===== config.mk =====
export PLATFORM = sky130hd
export DESIGN_NAME = mem_arbiter
export DESIGN_NICKNAME = d
export VERILOG_FILES = /design/src/rtl/mem_arbiter.sv
export SDC_FILE = /design/constraint.sdc
export NUM_CORES = 1
export LEC_CHECK = 0
export ABC_CLOCK_PERIOD_IN_PS = 3110
export CORE_MARGIN = 2
export CORE_UTILIZATION = 32
export DETAILED_ROUTE_END_ITERATION = 6
export PLACE_DENSITY = 0.83
export SYNTH_ARGS = -nofsm -noshare
export SYNTH_HDL_FRONTEND = slang
export SYNTH_SLANG_ARGS = --single-unit
export TNS_END_PERCENT = 20

===== constraint.sdc =====
create_clock -name clk -period 3.11 [get_ports clk]
set_input_delay 0.311 -clock clk [delete_from_list [all_inputs] [get_ports clk]]
set_output_delay 0.311 -clock clk [all_outputs]
set_load 0.1 [all_outputs]

===== src/rtl/mem_arbiter.sv =====
// Two-port arbiter for the main-memory data port: port C (core) and port D (debug/loader).
// Optional D anti-starvation counter is enabled with `define ARB_FAIRNESS_EN.
module mem_arbiter #(
  parameter int AW         = 32,
  parameter int DW         = 32,
  parameter int STARVE_MAX = 4
) (
  input  logic          clk,
  input  logic          reset,
  input  logic          c_req,
  input  logic          c_lock,
  input  logic          c_we,
  input  logic [AW-1:0] c_addr,
  input  logic [DW-1:0] c_wdata,
  input  logic [1:0]    c_width,
  output logic          c_gnt,
  output logic [DW-1:0] c_rdata,
  output logic          c_rvalid,
  input  logic          d_req,
  input  logic          d_lock,
  input  logic          d_we,
  input  logic [AW-1:0] d_addr,
  input  logic [DW-1:0] d_wdata,
  input  logic [1:0]    d_width,
  output logic          d_gnt,
  output logic [DW-1:0] d_rdata,
  output logic          d_rvalid,
  output logic [AW-1:0] m_addr,
  output logic [DW-1:0] m_wdata,
  output logic          m_we,
  output logic [1:0]    m_width,
  input  logic [DW-1:0] m_rdata
);

  typedef enum logic [1:0] {OWN_NONE, OWN_C, OWN_D} own_t;

  typedef struct packed {
    logic [1:0]    width;
    logic [AW-1:0] addr;
    logic [DW-1:0] wdata;
  } mfld_t;

  own_t  lock_q, lock_d;
  own_t  tag_q, tag_d;
  mfld_t c_fld, d_fld, sel_fld, shadow_q;
  logic  starve;

  assign c_fld = '{width: c_width, addr: c_addr, wdata: c_wdata};
  assign d_fld = '{width: d_width, addr: d_addr, wdata: d_wdata};

`ifdef ARB_FAIRNESS_EN
  localparam logic [2:0] STARVE_LIM = 3'(STARVE_MAX);
  logic [2:0] starve_cnt;

  always_ff @(posedge clk or posedge reset) begin
    if (reset)                 starve_cnt <= '0;
    else if (!d_req || d_gnt)  starve_cnt <= '0;
    else if (starve_cnt != 3'd7) starve_cnt <= starve_cnt + 3'd1;
  end

  assign starve = (starve_cnt == STARVE_LIM);
`else
  // Pure fixed priority; STARVE_MAX has no effect in this build.
  assign starve = 1'b0 & (STARVE_MAX != 0);
`endif

  // Arbitration: held lock first, then forced D on starvation, then C over D.
  always_comb begin
    c_gnt = 1'b0;
    d_gnt = 1'b0;
    if (lock_q == OWN_C && c_req)      c_gnt = 1'b1;
    else if (lock_q == OWN_D && d_req) d_gnt = 1'b1;
    else if (d_req && starve)          d_gnt = 1'b1;
    else if (c_req)                    c_gnt = 1'b1;
    else if (d_req)                    d_gnt = 1'b1;
    if (reset) begin
      c_gnt = 1'b0;
      d_gnt = 1'b0;
    end
  end

  always_comb begin
    lock_d  = OWN_NONE;
    tag_d   = OWN_NONE;
    sel_fld = shadow_q;
    m_we    = 1'b0;
    if (c_gnt) begin
      sel_fld = c_fld;
      m_we    = c_we;
      if (c_lock) lock_d = OWN_C;
      if (!c_we)  tag_d  = OWN_C;
    end else if (d_gnt) begin
      sel_fld = d_fld;
      m_we    = d_we;
      if (d_lock) lock_d = OWN_D;
      if (!d_we)  tag_d  = OWN_D;
    end
  end

  always_ff @(posedge clk or posedge reset) begin
    if (reset) begin
      lock_q   <= OWN_NONE;
      tag_q    <= OWN_NONE;
      shadow_q <= '0;
    end else begin
      lock_q <= lock_d;
      tag_q  <= tag_d;
      if (c_gnt || d_gnt) shadow_q <= sel_fld;
    end
  end

  assign m_addr  = sel_fld.addr;
  assign m_wdata = sel_fld.wdata;
  assign m_width = sel_fld.width;

  assign c_rvalid = (tag_q == OWN_C);
  assign d_rvalid = (tag_q == OWN_D);
  assign c_rdata  = c_rvalid ? m_rdata : '0;
  assign d_rdata  = d_rvalid ? m_rdata : '0;

endmodule


Word-level counts from Yosys, hierarchy flattened
Index checks and enable logic that the tools add are counted.
- reductions and logical operators: 3
- muxes and demuxes: 23
- equality and inequality tests: 4
- operators with widths (operator ; number):
    $mux 66 ; 2
    $mux 32 ; 2
    $mux 1 ; 13
    $mux 2 ; 6
    $eq 2x1->1 const B ; 2
    $eq 2x2->1 const B ; 2
    $logic_and 1x1->1 ; 2
    $logic_or 1x1->1 ; 1
- output and inout bits: 135
- register bits: 70
- word-level logic and storage cells: 35
- input port bits: 172

Logic depth before layout (Yosys ltp)
- depth after elaboration: 7
- depth in mapped cells: 6
- depth with buffers taken out: 3

Worst setup path after synthesis
Ideal clock, no wire load.
- kind: input port to output port
- from: in reset
- to: out m_wdata[10]
- arrival time: 4214 ps
- slack: -1415 ps
- stages: 5
- buffers on the path: 2
- data required time: 2799 ps
- path through: inv_1 > o211a_1 > buf_6 > clkbuf_1 > a221o_1
- elaborated cells on any way between the ends: 4
- classes of those cells: 4 x mux
- RTL lines (element ; RTL line ; text):
    start, declared ; 9 ; input logic reset,
    $mux 1 ; 76 ; if (reset) begin
    net c_gnt ; 16 ; output logic c_gnt,
    $mux 66 ; 87 ; if (c_gnt) begin
    end, declared ; 29 ; output logic [DW-1:0] m_wdata,
The timed path passes the listed nets, and every way through them passes these cells.

Final worst setup path
- from: in d_req
- to: out m_wdata[28]
- cells in the longest elaborated chain, start to end: 7
- elaborated cells on any way between the ends: 11
- classes of those cells: 10 x mux; 1 x reduce/logical
- RTL lines (element ; RTL line ; text):
    start, declared ; 19 ; input logic d_req,
    $mux 1 ; 75 ; else if (d_req) d_gnt = 1'b1;
    $mux 1 ; 74 ; else if (c_req) c_gnt = 1'b1;
    $mux 1 ; 72 ; else if (lock_q == OWN_D && d_req) d_gnt = 1'b1;
    $mux 1 ; 71 ; if (lock_q == OWN_C && c_req) c_gnt = 1'b1;
    $mux 1 ; 76 ;
    $mux 66 ; 92 ; end else if (d_gnt) begin
    $mux 66 (*) ; 87 ;
Every way passes the cells marked *; elsewhere a longest branch is shown, timed or not.

==> results.txt <==
* Status: completed
* Area after DPL: around 0.008 mm²
- From left edge to right edge, the die measures ~120 µm.
* Startpoint Class: primary input
* Most common cell on crit path: sky130_fd_sc_hd__buf_12
- Post-layout instance area: between 0.008 and 0.009 mm²
- Relative to the synthesized area, the layout overhead comes to 96.8%.
- Filler cell count: ~1000
- Largest voltage drop on the vdd net: approximately 0.37 mV
- Clock skew on the completed layout was measured at 0.00409 ns.
- The number of failing hold endpoints at the final stage was 0.
- After clock tree synthesis, the repair step resized 0 gates.
* Post-route clock period utilization: ~86%
- The setup check on the worst reg-to-reg path leaves a slack of approximately 1.4 ns.
- Mapped Area: between 0.004 and 0.005 mm²
- Count of standard-cell rows: 41
- Buffers added to address setup during post-CTS repair amount to 0.
* Final Non-Filler Cells: about 850
- Vias per cell: around 5.4
- The first global-routing pass estimated approximately 25000 µm of wire.
- Cell with the largest stage delay on the worst path: sky130_fd_sc_hd__clkdlybuf4s50_1
* Critical setup path kind: in2out
* Total Die Area: between 0.01 and 0.015 mm²
- CP Max Fanout: 68
* Max incr delay on CP: between 0.5 and 0.6 ns
* Cell count after synthesis: just under 400
* Final HPWL from detailed placement: around 12000 µm
- The detail route stage leaves a number of antenna-violating nets equal to 0.
* Hold_buf cts: 0
- Aggregate global routing overflow: 0
* Area inside the core boundary: 0.0127 mm²
* Sequential standard cell area: between 0.0015 and 0.002 mm²
- The share of the Yosys chip area taken by registers is 41.6%.
* Crit path cell chain: clkdlybuf4s50_1, inv_1, a211oi_4, buf_12, a221o_1, buf_12
* Synth Area in Compound Gates: 32.2%
* Initial core utilization: between 30% and 40%
* Critical path endpoint category: output port
- Post-synthesis area per instance: about 11 µm²
* XOR/XNOR share of the synthesized area: 0%
* DRC: 0
- Mapped Nets: 560
- Net count, final: 844
* Via count of the routed design: ~4600
- Clock latency on the worst-skew pair: ~0.33 ns
- The count of final max-slew check failures came to 0.
* Final worst path period need: about 2.7 ns
- Setup repair after global routing missed its margin: no
- TritonCTS Sinks: 70
- For this run, the detailed router's first-pass iteration total came to 4.
- Number of DRC violations after detailed-routing iteration 0: 288
* Fraction of final layout cells sized beyond drive strength 1: about a quarter
- Max-Cap Viols: 0
* Clock-pin transition on the worst setup and hold timing paths: ~0.060 ns
* Overall die height: 119 µm
- Slew at the pin closest to its max-slew limit: roughly 0.9 ns
- Count of unique library cells instantiated by Yosys: 15
- Counting tap cells, the placed design contains a total of around 830 instances.
- Largest family of logic cells by synthesized area: compound AO/OA/AOI/OAI gates
- The synthesized netlist devotes around a fifth of its cell area to simple gates.
- Worst slew margin relative to its limit: 39.7%
- Via count of the first global-routing pass: 4585
- Total number of yosys warnings: 0
- Post-layout total power: roughly 4.6 mW
* Setup TNS: 0 ns
- Data required, critical path: 2.80 ns
- Proportion of synthesized area in mux cells: 0%
- Count of pins on the block boundary: 307
- In this run the tool buffered the top-level ports with a little over 300 buffer cells.
- Path class of the lowest-slack min-delay path: in2reg
* Aggregate global-route resource usage: a little under a quarter
- Adder-cell area share of the yosys netlist: 0%
- Timing would allow up to between 300 and 400 MHz.
- Data on the critical path arrives at its endpoint at roughly 2.4 ns.
- TritonCTS built the clock tree.
* Pleak: about 3.6 nW
- In this run the deepest clock path goes through 2 buffers.
* Flops & latches, synth: 70
- The number of antenna violations at the first check in global routing is 2.
- In the final routed layout, each cell accounts on average for ~19 µm.
- Total area of multi-input combinational cells: between 0.002 and 0.0025 mm²
- Detailed-route wire length: 16100 µm
* CTS Root Buffer Type: sky130_fd_sc_hd__clkbuf_16
* Largest net degree at the start of global routing: about 80
- Buffers inserted during clock tree synthesis total 9.
* Power density over the cells: about 550 mW/mm²
- Final setup violation count: 0
- Max H-tree Level: 3
- The congestion estimate from routability-driven global placement came to 0.951.
metrics by stage:
stage	setup WS [ns]	hold WS (ns)	utilization, %
CTS	0.426	0.534	65.1
floorplan	0.0851	0.377	-
global route	0.324	0.541	65.2
detailed placement	0.470	0.563	62.5
finish	0.444	0.550	65.2
global placement	0.481	0.566	62.5
flip-flops by register name, indices dropped and copies added, names as in the netlist:
name	count
shadow_q	66
lock_q	2
tag_q	2
worst max-delay path, delay by kind of cell:
family,cells,cell delay [ns]
buffers and inverters,4,1.23
AO/OA/AOI/OAI,2,0.77
where the power goes:
group	internal (mW)	switching [mW]
Combinational	0.911	1.45
Sequential	1.03	0.0243
Clock	0.778	0.388
Total	2.72	1.86
cell type report:
type / instances / share of cell area [%]
well taps: 172 / 2.60
flip-flops and latches: 70 / 21.1
inverters: 2 / 0.136
repair buffers: 316 / 44.6
diodes: 2 / 0.0604
clock buffers: 9 / 2.72
clock inverters: 7 / 1.36
multi-input cells: 273 / 27.4
layer usage:
metal,part of all wire (%),track usage [%],routed length (µm),vias up
li1,-,-,-,2117
met1,35,23.9,5670,2191
met2,54,41.5,8650,224
met3,7.2,6.37,1150,40
met4,3.8,9.97,618,0
met5,0,0,0,-
cells in the mapped netlist:
cell type | instances | area [µm²]
sky130_fd_sc_hd__o21bai_1 | 1 | 7.51
sky130_fd_sc_hd__a221o_1 | 132 | 1320
sky130_fd_sc_hd__buf_4 | 5 | 37.5
sky130_fd_sc_hd__buf_2 | 7 | 35.0
sky130_fd_sc_hd__buf_6 | 6 | 67.6
sky130_fd_sc_hd__dfrtp_1 | 70 | 1750
sky130_fd_sc_hd__a22o_1 | 1 | 8.76
sky130_fd_sc_hd__buf_1 | 1 | 3.75
sky130_fd_sc_hd__o211a_1 | 1 | 10.0
sky130_fd_sc_hd__clkbuf_1 | 24 | 90.1
sky130_fd_sc_hd__a211oi_1 | 1 | 7.51
sky130_fd_sc_hd__nand2b_4 | 1 | 13.8
sky130_fd_sc_hd__inv_1 | 2 | 7.51
sky130_fd_sc_hd__nor2b_1 | 4 | 25.0
sky130_fd_sc_hd__and2_1 | 132 | 826
final timing paths:
kind | from | endpoint | cells past startpoint
hold reg to reg | shadow_q[13] | shadow_q[13] | 2
max in group asynchronous | reset | shadow_q[0] | 3
setup reg to reg | lock_q[0] | shadow_q[58] | 4
setup / recovery | d_req | m_wdata[28] | 6
hold / removal | d_we | tag_q[1] | 2
min in group asynchronous | reset | shadow_q[11] | 3
logic make-up (layout without fill, tap and decap cells):
group / count (synthesis) / count (layout)
simple gates: 137 / 137
compound gates: 136 / 136
flops: 70 / 70
buf+inv: 45 / 334
other cells: 0 / 2
cells in the final DEF, fill, tap and decap left out, drive strengths merged:
cell	instances
a22o	1
clkinv	3
diode	2
o211a	1
clkbuf	9
bufinv	3
a211oi	1
inv	1
o21bai	1
nor2b	4
clkdlybuf4s50	171
a221o	132
clkinvlp	2
nand2b	1
and2	132
dfrtp	70
buf	145
Note: power is estimated with default switching activity, not from simulation.
